==> src/rtl/mem_interface_unit.sv <==
// mem_interface_unit: bridges one load/store request from the instruction unit
// onto a byte-wide req/resp memory bus. Loads fetch one byte; stores write a
// 16-bit value as two bytes, little-endian. A per-byte wait counter recovers
// from a memory that never answers.
module mem_interface_unit #(
  parameter int ADDR_W  = 14,
  parameter int TIMEOUT = 255
) (
  input  logic              clk,
  input  logic              reset,
  input  logic              load,
  input  logic              store,
  input  logic [ADDR_W-1:0] addr,
  input  logic [15:0]       result,
  output logic [7:0]        data,
  output logic              mem_done,
  output logic              mem_err,
  output logic              busy,
  output logic              mem_req,
  output logic              mem_we,
  output logic [ADDR_W-1:0] mem_addr,
  output logic [7:0]        mem_wdata,
  input  logic [7:0]        mem_rdata,
  input  logic              mem_resp
);

  typedef enum logic [2:0] {
    S_IDLE,
    S_RD,
    S_WR_LO,
    S_WR_HI,
    S_DONE,
    S_RELEASE
  } state_t;

  // The counter only ever needs to reach TIMEOUT-1 before the FSM leaves.
  localparam int CNT_W = (TIMEOUT < 2) ? 1 : $clog2(TIMEOUT + 1);
  localparam logic [CNT_W-1:0] CNT_LAST = (TIMEOUT == 0) ? '0 : CNT_W'(TIMEOUT - 1);

  state_t            state, state_nxt;
  logic [ADDR_W-1:0] addr_q;
  logic [15:0]       res_q;
  logic              err_q;
  logic [CNT_W-1:0]  wait_cnt;
  logic              byte_state;
  logic              timed_out;

  assign byte_state = (state == S_RD) || (state == S_WR_LO) || (state == S_WR_HI);

  // Fires in the TIMEOUT-th consecutive cycle without a response.
  assign timed_out = (TIMEOUT != 0) && byte_state && !mem_resp && (wait_cnt == CNT_LAST);

  // State register.
  // NOTE: sequential state uses non-blocking assignments so every flop
  // samples the pre-edge value of its peers, independent of block order.
  always_ff @(posedge clk or posedge reset) begin
    if (reset) state <= S_IDLE;
    else       state <= state_nxt;
  end

  // Next-state decode; load wins when both requests arrive together.
  // NOTE: the default assignment up front keeps this purely combinational;
  // leaving any path unassigned would infer a latch.
  always_comb begin
    state_nxt = state;
    case (state)
      S_IDLE: begin
        if (load)       state_nxt = S_RD;
        else if (store) state_nxt = S_WR_LO;
      end
      S_RD: begin
        if (mem_resp || timed_out) state_nxt = S_DONE;
      end
      S_WR_LO: begin
        if (mem_resp)       state_nxt = S_WR_HI;
        else if (timed_out) state_nxt = S_DONE;
      end
      S_WR_HI: begin
        if (mem_resp || timed_out) state_nxt = S_DONE;
      end
      S_DONE:    state_nxt = S_RELEASE;
      S_RELEASE: begin
        if (!load && !store) state_nxt = S_IDLE;
      end
      default:   state_nxt = S_IDLE;
    endcase
  end

  // Request capture, load data, and error flag for the current transaction.
  // NOTE: the captured request registers are reset too, so the bus outputs
  // derived from them are defined zeros straight out of reset.
  always_ff @(posedge clk or posedge reset) begin
    if (reset) begin
      addr_q <= '0;
      res_q  <= '0;
      err_q  <= 1'b0;
      data   <= 8'h00;
    end else begin
      case (state)
        S_IDLE: begin
          if (load || store) begin
            addr_q <= addr;
            res_q  <= result;
            err_q  <= load && store;
          end
        end
        S_RD: begin
          if (mem_resp) begin
            data <= mem_rdata;
          end else if (timed_out) begin
            data  <= 8'hFF;
            err_q <= 1'b1;
          end
        end
        S_WR_LO, S_WR_HI: begin
          if (timed_out) err_q <= 1'b1;
        end
        default: ;
      endcase
    end
  end

  // Per-byte wait counter: cleared outside byte states and on each response,
  // so it restarts from zero on entry to every byte state.
  always_ff @(posedge clk or posedge reset) begin
    if (reset)                      wait_cnt <= '0;
    else if (!byte_state || mem_resp) wait_cnt <= '0;
    else if (TIMEOUT != 0)          wait_cnt <= wait_cnt + 1'b1;
  end

  // Bus and status outputs decoded from the state and captured request.
  always_comb begin
    mem_req   = byte_state;
    mem_we    = (state == S_WR_LO) || (state == S_WR_HI);
    mem_addr  = addr_q;
    mem_wdata = 8'h00;
    mem_done  = (state == S_DONE);
    mem_err   = (state == S_DONE) && err_q;
    busy      = (state != S_IDLE);
    if (state == S_WR_LO) begin
      mem_wdata = res_q[7:0];
    end else if (state == S_WR_HI) begin
      mem_addr  = addr_q + ADDR_W'(1);
      mem_wdata = res_q[15:8];
    end
  end

endmodule
==> config.mk <==
export PLATFORM = sky130hd
export DESIGN_NAME = mem_interface_unit
export DESIGN_NICKNAME = d
export VERILOG_FILES = /design/src/rtl/mem_interface_unit.sv
export SDC_FILE = /design/constraint.sdc
export NUM_CORES = 1
export LEC_CHECK = 0
export CAP_MARGIN = 20
export CORE_MARGIN = 4
export CORE_UTILIZATION = 53
export CTS_BUF_LIST = sky130_fd_sc_hd__clkbuf_4 sky130_fd_sc_hd__clkbuf_8
export DETAILED_ROUTE_END_ITERATION = 7
export PLACE_DENSITY = 0.95
export RECOVER_POWER = 25
export SLEW_MARGIN = 10
export SYNTH_ARGS = -nofsm -noshare
export SYNTH_HDL_FRONTEND = slang
export SYNTH_SLANG_ARGS = --single-unit
==> constraint.sdc <==
create_clock -name clk -period 3.7 [get_ports clk]
set_input_delay 0.74 -clock clk [delete_from_list [all_inputs] [get_ports clk]]
set_output_delay 0.74 -clock clk [all_outputs]
set_load 0.02 [all_outputs]
After elaboration in Yosys (flattened, before gate mapping)
Index checks and enable logic that the tools add are counted.
{"block": "word_totals", "output_inout_bits": 35, "inputBits": 43, "ff_bits": 50}
{"block": "classes", "n_eq_ne": 12, "n_reduce_logical": 25, "n_mux": 18, "n_addsub": 2}
{"operator": "2-to-1 mux 8 bit", "n": 5}
{"operator": "2-to-1 mux 14 bit", "n": 2}
{"operator": "2-to-1 mux 3 bit", "n": 6}
{"operator": "one-hot mux 3 bit (5 select lines)", "n": 1}
{"operator": "adder 14 x 1 -> 14 bit, second input constant", "n": 1}
{"operator": "adder 8 x 1 -> 8 bit, second input constant", "n": 1}
{"operator": "== test 8 bit, second input constant", "n": 1}
{"operator": "== test 3 x 2 -> 1 bit, second input constant", "n": 2}
{"operator": "== test 3 bit, second input constant", "n": 2}
{"operator": "logical OR 1 bit", "n": 6}
{"operator": "inequality test 2 bit, second input constant", "n": 3}
{"operator": "inequality test 3 bit, second input constant", "n": 2}
{"operator": "nonzero test 3 bit", "n": 2}
{"operator": "logical AND 1 bit", "n": 5}
{"operator": "logical NOT 1 bit", "n": 4}
{"operator": "AND reduction 2 bit", "n": 2}
{"operator": "AND reduction 4 bit", "n": 1}
{"operator": "OR reduction 2 bit", "n": 2}
{"operator": "== test 3 x 1 -> 1 bit, second input constant", "n": 1}
{"operator": "logical NOT 3 bit", "n": 1}
{"operator": "2-to-1 mux 1 bit", "n": 3}
{"operator": "one-hot mux 1 bit (3 select lines)", "n": 1}
{"operator": "AND reduction 3 bit", "n": 1}
{"operator": "inequality test 2 x 1 -> 1 bit, second input constant", "n": 1}
{"operator": "nonzero test 2 bit", "n": 1}

Logic depth before layout (Yosys ltp)
{"block": "logic_depth", "ltp_word": 8, "mapped_depth": 7, "depth_no_buf": 6}

Least setup slack after synthesis
No wires, ideal clock.
{"block": "synth_timing", "kind": "register to output", "from": "register state[2]", "to": "output port mem_addr[6]", "slack_ps": 1342, "stages_incl_launch_ff": 8, "arrival_time_ps": 1618, "path_buffers": 2, "path_cell_list": "dfrtp_1 buf_6 nand2b_4 buf_6 clkinv_2 and4_4 nand4_1 xnor2_1"}
{"block": "synth_via", "elab_chain_cells": 3, "word_cells_on_any_way": 4, "cone_classes": "eq/ne (2); mux (2)"}
{"element": "start: declaration", "line": "40", "rtl": "state_t state, state_nxt;"}
{"element": "start signal: assignment", "line": "58", "rtl": "else state <= state_nxt;"}
{"element": "== test 3 x 2 -> 1 bit", "line": "142", "rtl": "end else if (state == S_WR_HI) begin"}
{"element": "2-to-1 mux 14 bit", "line": "142"}
{"element": "2-to-1 mux 14 bit (*)", "line": "140", "rtl": "if (state == S_WR_LO) begin"}
{"element": "end: declaration", "line": "21", "rtl": "output logic [ADDR_W-1:0] mem_addr,"}
Every way passes the cells marked *; elsewhere a longest branch is shown, timed or not.

Worst setup path in the final report
{"block": "layout_timing", "from": "register state[0]", "to": "output port mem_addr[13]"}
The elaborated chain is that of the path after synthesis.

==> metrics.txt <==
critical-path cell with the highest stage delay=sky130_fd_sc_hd__clkdlybuf4s50_1; number of remaining DRC errors=0; estimated wirelength of the detail-placed design=between 4000 and 5000 um; static power due to leakage=around 1.6 nW; worst slew margin relative to its limit=-7.570%; origin of the worst setup path=state[0]$_DFFE_PP0P_; die height=~78 um; kind of critical path=flip-flop to output port; Resize count post-CTS=0; cells along the critical path=inv_2, nor3_4, nand4_1, xnor2_1, clkdlybuf4s50_1; detailed router's first-iteration violation count=84; top cells by area, synth=sky130_fd_sc_hd__dfrtp_1, sky130_fd_sc_hd__mux2_4, sky130_fd_sc_hd__xnor2_1; number of rows in the core area=25; Placer Congestion=0.7572; worst setup skew after layout=0.006027 ns; first-pass GRT wire length=~9500 um; Remaining Overflow, GRT=0; root buf cell=sky130_fd_sc_hd__clkbuf_8; clock latency on the worst-skew pair=approximately 0.30 ns; sequential-to-total area share from yosys stat=~48%; most common cell after layout, fill and taps aside=sky130_fd_sc_hd__clkdlybuf4s50_1; full die area=~6000 um^2; unrepaired setup endpoints after global routing=false; routed via count=around 1,900; Syn. warnings=0; Slowest Stage Delay on Critical Path=about 0.67 ns; total wire length after detailed routing=around 5700 um; post-placement setup slack=just under 0.9 ns; Max VDD drop=0.4260 mV; count of max-cap constraint violations=1; DP Cell Count=approximately 350; hold violation count in the final report=0; sequential cell fraction of total power=37.3%; met3 wirelength from detailed routing=305 um; transition at the pin with the smallest max-transition slack=about 1.6 ns; WHS Path Cells=1; sort of element at the end of the critical path=output port; Switching Power=around 0.00096 W; number of nets produced by synthesis=roughly 260; clock buffer count from CTS=5; Hold Startpoint=data[4]$_DFFE_PP0P_; number of hold buffers added after cts=0; synthesized area per cell=approximately 12 um^2; port buffer count=77; Die X-Extent=78.18 um; Hold Path Class=flip-flop to flip-flop; area share of the largest cell type after synthesis=47.94%; Int Power=roughly 0.0017 W; detailed-router iteration count before antenna repair=4; GRT Overall Usage=about a fifth; most frequent cells in the layout=sky130_fd_sc_hd__clkdlybuf4s50_1, sky130_fd_sc_hd__dfrtp_1, sky130_fd_sc_hd__mux2_4, sky130_fd_sc_hd__nor2_1, sky130_fd_sc_hd__xnor2_1; met1 layer wirelength in the final routing=around 2400 um; share of layout cells above drive strength 1=approximately 18%; share of power burned in the clock network=about an eighth; register bit count reported by yosys=50; initial standard-cell utilization of the core=54.89%; number of distinct standard cells referenced by the synthesized netlist=38; period utilisation layout=85.59%; net switching fraction of the power=a little over a third; wire length per cell after detailed routing=approximately 16 um; CTS sink count=50; area of the core region=between 4000 and 5000 um^2; combinational group share of total power=slightly below 50%; post-CTS setup buffer count=0; via density per instance=between 5 and 6; largest area contributor in the synthesized netlist=sky130_fd_sc_hd__dfrtp_1; result of the run=complete, but fails checks; Final Max Slew Viols=32; CTS tree=done; max layer used=met4; Crit Reg-Reg Endpoint=addr_q[4]$_DFFE_PP0P_; Max Root-Sink Buffers=2; violated checks=capacitance limit, slew limit; crit path time final=roughly 3.2 ns; FF-to-FF setup slack=roughly 1.7 ns; startpoint types=flip-flop; net total in the final layout=334; count of pins on the block boundary=between 70 and 80; vias in the first global route=1,970; antenna-violating nets left=0; startpoint of the worst-slack reg-to-reg timing path=state[0]$_DFFE_PP0P_; post-synthesis instance total=210; final-report setup violation count=0; number of antenna violations at the first check in global routing=0; PnR worst setup slack=roughly 0.53 ns; Worst Path Required=about 3.0 ns; number of H-tree branching levels=2; critical-path maximum fanout=10; Layout Area Growth over Synthesis=34.42%; clock-pin slew on the worst setup and hold paths=about 0.090 ns; aggregate negative setup slack=0 ns; arrival time of the worst setup path=about 2.4 ns; total power per unit cell area=769.2 nW/um^2; Hold EP=data[4]$_DFFE_PP0P_; total standard cell area after synthesis=2610 um^2; depth of the worst register-to-register path=5; max frequency=315.8 MHz; met2 routed WL=2845 um; Inserted Diodes=0; Final Non-Filler Cells=356; maximum number of pins on one net before global-route repair=51
[critical path, delay by kind of cell, from the launching register on]
kind	cells	cell delay, ns
buffers and inverters	2	0.80
DFF	1	0.63
and+or+nand+nor	2	0.50
xor gates and xnor gates	1	0.21
[final cells by class]
| class | count | area (um^2) |
|---|---|---|
| timing repair buffer | 79 | 782.0 |
| clock buffer | 8 | 110.1 |
| fill | 324 | 1246 |
| sequential | 50 | 1251 |
| inverter | 8 | 31.28 |
| multi-input combinational | 144 | 1250 |
| tap | 67 | 83.83 |
[sequential cells by signal (all words and copies together) (netlist names)]
| register | cells |
|---|---|
| wait_cnt | 8 |
| addr_q | 14 |
| data | 8 |
| res_q | 16 |
| state | 3 |
| err_q | 1 |
[per-stage QoR]
step / power (W) / util (%) / instance area, um^2 / hold WS [ns]
floorplan: 0.001899 / - / 2610 / 0.4807
global placement: 0.002293 / 71.39 / 3395 / 0.4701
detailed placement: 0.002347 / 71.39 / 3395 / 0.4763
CTS: 0.002714 / 73.71 / 3505 / 0.4959
global route: 0.002848 / 73.79 / 3508 / 0.4999
finish: 0.002699 / 73.79 / 3508 / 0.4959
[kinds of logic after synthesis]
logic type | after synthesis | share of synthesized area [%]
xor gates and xnor gates | 19 | 6.376
DFF | 50 | 47.94
buffers and inverters | 16 | 4.170
AOI/OAI and AO/OA | 21 | 6.424
muxes | 39 | 20.76
and+or+nand+nor | 62 | 12.90
adders and majority gates | 3 | 1.438
[cell usage after synthesis]
master	n
sky130_fd_sc_hd__dfrtp_1	50
sky130_fd_sc_hd__mux2_4	30
sky130_fd_sc_hd__nor2_1	21
sky130_fd_sc_hd__xnor2_1	12
sky130_fd_sc_hd__nand2_1	10
sky130_fd_sc_hd__nand3_1	9
sky130_fd_sc_hd__mux2i_1	8
sky130_fd_sc_hd__o22a_1	8
sky130_fd_sc_hd__xor2_1	7
sky130_fd_sc_hd__buf_6	6
sky130_fd_sc_hd__inv_1	5
sky130_fd_sc_hd__and3_1	4
sky130_fd_sc_hd__a211oi_1	3
sky130_fd_sc_hd__a21oi_1	3
sky130_fd_sc_hd__and4_1	3
sky130_fd_sc_hd__ha_1	3
sky130_fd_sc_hd__nand4_1	3
sky130_fd_sc_hd__nor3_1	3
sky130_fd_sc_hd__buf_2	2
sky130_fd_sc_hd__inv_2	2
sky130_fd_sc_hd__a311o_1	1
sky130_fd_sc_hd__and2_1	1
sky130_fd_sc_hd__and4_4	1
sky130_fd_sc_hd__and4b_1	1
sky130_fd_sc_hd__clkinv_2	1
sky130_fd_sc_hd__mux2_2	1
sky130_fd_sc_hd__nand2_2	1
sky130_fd_sc_hd__nand2b_4	1
sky130_fd_sc_hd__nor2_4	1
sky130_fd_sc_hd__nor3_4	1
sky130_fd_sc_hd__nor4_1	1
sky130_fd_sc_hd__o21a_2	1
sky130_fd_sc_hd__o21ai_0	1
sky130_fd_sc_hd__o21bai_2	1
sky130_fd_sc_hd__o221ai_1	1
sky130_fd_sc_hd__o31a_1	1
sky130_fd_sc_hd__o31ai_1	1
sky130_fd_sc_hd__or2_4	1
[power by group through the flow]
stage	logic, W	registers [W]	clock network [W]
2_1_floorplan	0.000915	0.000983	0
3_3_place_gp	0.00130	0.000992	0
3_5_place_dp	0.00133	0.00101	0
4_1_cts	0.00135	0.00101	0.000362
5_1_grt	0.00143	0.00104	0.000379
6_report	0.00133	0.00101	0.000357
[metal layers]
metal / global-route usage (%) / up-vias
li1: - / 892
met1: 24.51 / 895
met2: 33.82 / 67
met3: 3.555 / 12
met4: 7.692 / 0
met5: 0 / -
[worst max-delay path by stage]
| stage | endpoint | slack [ns] | cells past startpoint |
|---|---|---|---|
| 2_1_floorplan | mem_addr[6] | 1.34 | 7 |
| 3_5_place_dp | mem_addr[13] | 0.88 | 5 |
| 4_1_cts | mem_addr[13] | 0.54 | 5 |
| 6_report | mem_addr[13] | 0.53 | 5 |
| 5_1_grt | wait_cnt[2]$_DFF_PP0_ | 0.26 | 3 |
| 3_3_place_gp | mem_addr[5] | 0.98 | 5 |
(Power assumes the default switching activity.)
